--- src/rtl/seg_scan_decoder.sv ---
// Receive-side decoder for a multiplexed 4-digit active-low 7-segment scan bus.
// Filters scan transitions, latches per-digit patterns, decodes hex glyphs and tracks frames.
module seg_scan_decoder #(
  parameter int unsigned STABLE_CYCLES = 4
) (
  input  logic        clock,
  input  logic        reset,
  input  logic [3:0]  an,
  input  logic [7:0]  seg,
  output logic [31:0] raw,
  output logic [15:0] hex,
  output logic [3:0]  hex_valid,
  output logic [3:0]  dp,
  output logic [3:0]  seen,
  output logic        frame_done,
  output logic        err
);

  localparam logic [7:0] QualCnt = 8'(STABLE_CYCLES - 2);
  localparam logic [7:0] SatCnt  = 8'(STABLE_CYCLES);

  logic [11:0] samp_q, prev_q;
  logic [7:0]  cnt_q, cnt_d;
  logic [31:0] raw_q;
  logic [15:0] hex_q;
  logic [3:0]  hex_valid_q, dp_q, seen_q, seen_or;
  logic        frame_done_q, err_q;

  logic        qualify, is_digit, is_blank;
  logic [1:0]  idx;
  logic [7:0]  seg_hi;
  logic [4:0]  dec;

  // Returns {valid, nibble} for an active-high pattern with bit0 = segment a.
  function automatic logic [4:0] glyph_decode(input logic [6:0] p);
    logic [4:0] r;
    case (p)
      7'h3F:   r = 5'h10;
      7'h06:   r = 5'h11;
      7'h5B:   r = 5'h12;
      7'h4F:   r = 5'h13;
      7'h66:   r = 5'h14;
      7'h6D:   r = 5'h15;
      7'h7D:   r = 5'h16;
      7'h07:   r = 5'h17;
      7'h7F:   r = 5'h18;
      7'h6F:   r = 5'h19;
      7'h77:   r = 5'h1A;
      7'h7C:   r = 5'h1B;
      7'h39:   r = 5'h1C;
      7'h5E:   r = 5'h1D;
      7'h79:   r = 5'h1E;
      7'h71:   r = 5'h1F;
      default: r = 5'h00;
    endcase
    return r;
  endfunction

  // Qualify exactly once per stable period: on the cnt step S-2 -> S-1.
  always_comb begin
    qualify = (samp_q == prev_q) && (cnt_q == QualCnt);
    if (samp_q != prev_q) begin
      cnt_d = 8'd0;
    end else if (cnt_q < SatCnt) begin
      cnt_d = cnt_q + 8'd1;
    end else begin
      cnt_d = cnt_q;
    end
  end

  always_comb begin
    is_digit = 1'b1;
    is_blank = 1'b0;
    idx      = 2'd0;
    case (samp_q[11:8])
      4'b1110: idx = 2'd0;
      4'b1101: idx = 2'd1;
      4'b1011: idx = 2'd2;
      4'b0111: idx = 2'd3;
      4'b1111: begin
        is_digit = 1'b0;
        is_blank = 1'b1;
      end
      default: is_digit = 1'b0;
    endcase
    seg_hi  = ~samp_q[7:0];
    dec     = glyph_decode(seg_hi[6:0]);
    seen_or = seen_q | (4'b0001 << idx);
  end

  always_ff @(posedge clock) begin
    if (reset) begin
      samp_q       <= 12'hFFF;
      prev_q       <= 12'hFFF;
      cnt_q        <= 8'd0;
      raw_q        <= 32'd0;
      hex_q        <= 16'd0;
      hex_valid_q  <= 4'd0;
      dp_q         <= 4'd0;
      seen_q       <= 4'd0;
      frame_done_q <= 1'b0;
      err_q        <= 1'b0;
    end else begin
      samp_q       <= {an, seg};
      prev_q       <= samp_q;
      cnt_q        <= cnt_d;
      frame_done_q <= 1'b0;
      err_q        <= 1'b0;
      if (qualify) begin
        if (is_digit) begin
          raw_q[{idx, 3'b000} +: 8] <= seg_hi;
          hex_q[{idx, 2'b00} +: 4]  <= dec[3:0];
          hex_valid_q[idx]          <= dec[4];
          dp_q[idx]                 <= seg_hi[7];
          if (&seen_or) begin
            frame_done_q <= 1'b1;
            seen_q       <= 4'd0;
          end else begin
            seen_q <= seen_or;
          end
        end else if (!is_blank) begin
          err_q <= 1'b1;
        end
      end
    end
  end

  assign raw        = raw_q;
  assign hex        = hex_q;
  assign hex_valid  = hex_valid_q;
  assign dp         = dp_q;
  assign seen       = seen_q;
  assign frame_done = frame_done_q;
  assign err        = err_q;

endmodule

--- config.mk ---
export PLATFORM = sky130hd
export DESIGN_NAME = seg_scan_decoder
export DESIGN_NICKNAME = d
export VERILOG_FILES = /design/src/rtl/seg_scan_decoder.sv
export SDC_FILE = /design/constraint.sdc
export NUM_CORES = 1
export LEC_CHECK = 0
export BUFFER_PORTS_ARGS = -buffer_cell sky130_fd_sc_hd__buf_2
export CORE_UTILIZATION = 55
export CTS_CLUSTER_DIAMETER = 60
export DETAILED_ROUTE_END_ITERATION = 7
export PLACE_DENSITY = 0.78
export SLEW_MARGIN = 20
export SYNTH_ARGS = -nofsm -noshare
export SYNTH_HDL_FRONTEND = slang
export SYNTH_SLANG_ARGS = --single-unit
--- constraint.sdc ---
create_clock -name clock -period 3 [get_ports clock]
set_input_delay 0.45 -clock clock [delete_from_list [all_inputs] [get_ports clock]]
set_output_delay 0.45 -clock clock [all_outputs]
set_load 0.02 [all_outputs]
==> impl_results.md <==
- Fin. max-slew vios: 0
- Cell area after layout: 0.00476 mm2
- Crit path kind: register to register
- Switching part of the total: 26.5%
- Clock skew: 0.0163 ns
- Reg area: 0.00188 mm2
- Worst path max stage delay: 0.54 ns
- Synth cell types: 47
- Top_reg_cell synth: dfxtp_1
- DRT Pass-1 Iters: 4
- Critical-path maximum fanout: 37
- R2R Setup Slk: 0.11 ns
- RSZ-0062 raised after global routing: no
- P_sw: 0.000623 W
- Seq pwr share: 54.3%
- Crit-path cells: or4_4, or4b_4, or4_1, buf_4, or4_1, a21oi_1
- # IOs: 76
- CP delay by family, top: simple AND/OR/NAND/NOR gates
- Iteration-0 DRC Markers: 308
- Final hold vios: 0
- WP data required: 3.31 ns
- Setup bufs post-CTS: 0
- Gpl congestion: 0.895
- Clock share of power: 38.0%
- Final worst-path cycle share: 96.3%
- DR vias/cell: 5.75
- Status: complete, no violations
- Cell internal pwr: 0.00173 W
- CTS H-Tree Depth: 3
- First-pass GRT wire length: 14900 um
- Clock sink total: 94
- Max Clk Rate: 346 MHz
- DP Area: 0.00455 mm2
- Syn_nets: 477
- Crit end category: register
- Fill count: 615
- Commonest non-fill, non-tap cells in the layout: dfxtp_1 (94), buf_2 (75), o21ai_0 (44)
- Layout area overhead: 15.3%
- CTS Buffer Depth: 2
- EDFF count, synth: 0
- Initial antenna violation count: 0
- Largest net degree at the start of global routing: 55
- CTS Buf Count: 9
- FFs w/ async S/R, synth: 0%
- Synth Register Bits: 94
- Hold WC Path Type: primary input to register
- Detailed-route DRC error count: 0
- Final TNS setup: 0 ns
- Port Buffers: 75
- # diodes: 0
- Chip height: 88.7 um
- Met3 GRT Util: 5.13%
- GR Util All Layers: 25.1%
- WP data arrival: 3.20 ns
- Hold_ws: 0.256 ns
- Layout cells sized above 1: 25.9%
- GR Util met2: 40.5%
- Post-layout minimum cycle time: 2.89 ns
- Starting Density: 57.0%
- HPWL Detailed: 6400 um
- Mapped Area: 0.00413 mm2
- Die X: 88.7 um
- Power share of the combinational group: 7.8%
- GRT overflow: 0
- Synth Area per Inst: 9.10 um2
- Core Area: 0.00725 mm2
- Worst setup SP type: register
- Worst-path clk slew: 0.11 ns
- Worst skew pair latency: 0.37 ns
- Number of max-cap violations: 0
- Endpoints failing setup: 0
- Routed WL per cell: 15.5 um
- GR peak layer: met2
- # rows: 31
- Post_cts resized: 0
- Most common cell after layout, fill and taps aside: dfxtp_1
- Die ar.: 0.00786 mm2
- CTS tree: built
- Crit-path slowest cell: or4b_4
- Mapped Cells: 454
- CP most frequent cell: or4_1
- Power per standard cell area: 494 mW/mm2
- CTS root buffer: clkbuf_8
- Peak VDD IR: 342 uV
- Leak: 1.92 nW
- Area of the multi-input gates: 0.00207 mm2
- Worst rel slew slack: 37.5%
- Tightest Pin Transition: 0.932 ns
- Hold buffer count at cts: 0
- Ys Warns: 0
- Total Wirelength: 9510 um
- Final ANT Viol Nets: 0
- Final nets: 532
- DR vias: 3527
- Post-synthesis sequential area ratio: 45.5%
- Worst path bufs/invs: 1
- Vias in the first global route: 3178
- Met1 Use GR: 31.8%
[layout make-up]
type	count	area share (%)
clock buffer	9	2.60
tap	99	2.60
clock inverter	7	1.92
multi-input combinational	314	43.4
sequential	94	39.5
inverter	3	0.236
timing repair buffer	87	9.77
[flip-flops by register name, summed over array words and instances (netlist names)]
signal,flops
frame_done,1
hex_valid,4
hex,16
prev_q,12
samp_q,12
err,1
cnt_q,8
raw,32
dp,4
seen,4
[logic make-up after synthesis]
logic type               after synthesis  share of synthesized area [%]
AO/OA/AOI/OAI                        125                           18.6
adder cells (fa/ha/maj)                9                           2.73
multiplexers                           6                           1.45
flip-flops                            94                           45.5
XOR/XNOR                              16                           3.39
AND/OR/NAND/NOR                      158                           23.7
buffers and inverters                 46                           4.57
[routing by layer]
layer	share of wire, %	wire [um]	vias to the layer above
li1	-	-	1746
met1	46	4340	1619
met2	45	4310	139
met3	7.0	661	23
met4	2.1	196	0
met5	0	0	-
[per-stage QoR]
stage / util, % / power [W] / worst slack (ns) / cells
after detailed placement: 62.7 / 0.00148 / 0.130 / 597
after floorplan: - / 0.00144 / 0.305 / 454
after global placement: 62.7 / 0.00148 / 0.186 / 597
after CTS: 65.7 / 0.00236 / 0.107 / 613
final: 65.7 / 0.00235 / 0.111 / 613
after global routing: 65.7 / 0.00243 / 0.0166 / 613
[worst paths after layout]
kind | start | endpoint | cells past startpoint
max | cnt_q[7] | raw[1] | 6
min reg2reg | raw[11] | raw[11] | 2
max reg2reg | cnt_q[7] | raw[1] | 6
min | seg[7] | samp_q[7] | 2
[power groups by stage]
stage                     logic, W  registers, W  clock network, W
after detailed placement  0.000179       0.00131                 0
after floorplan           0.000137       0.00130                 0
after global routing      0.000200       0.00128          0.000952
after global placement    0.000176       0.00131                 0
final                     0.000182       0.00128          0.000894
after CTS                 0.000180       0.00128          0.000905
[synthesized netlist by cell type, drive strengths merged, types with 4 or more instances]
cell	instances	area (um2)
a211oi	6	45.0
nand3b	4	30.0
o31ai	19	143
and2	7	43.8
o21a	5	37.5
nor2b	24	150
o21ai	50	250
nor3b	6	45.0
nor3	7	35.0
nand3	13	65.1
nand2	4	15.0
mux2i	6	60.1
or3	5	31.3
a21oi	18	90.1
a311oi	4	35.0
nor2	16	60.1
ha	9	113
or4	18	139
nand2b	7	43.8
or2	26	163
clkbuf	40	150
and3	5	31.3
nand4	6	37.5
a31oi	8	50.1
dfxtp	94	1880
xnor2	13	114
o2bb2ai	4	35.0
Note: power is estimated with default switching activity, not from simulation.
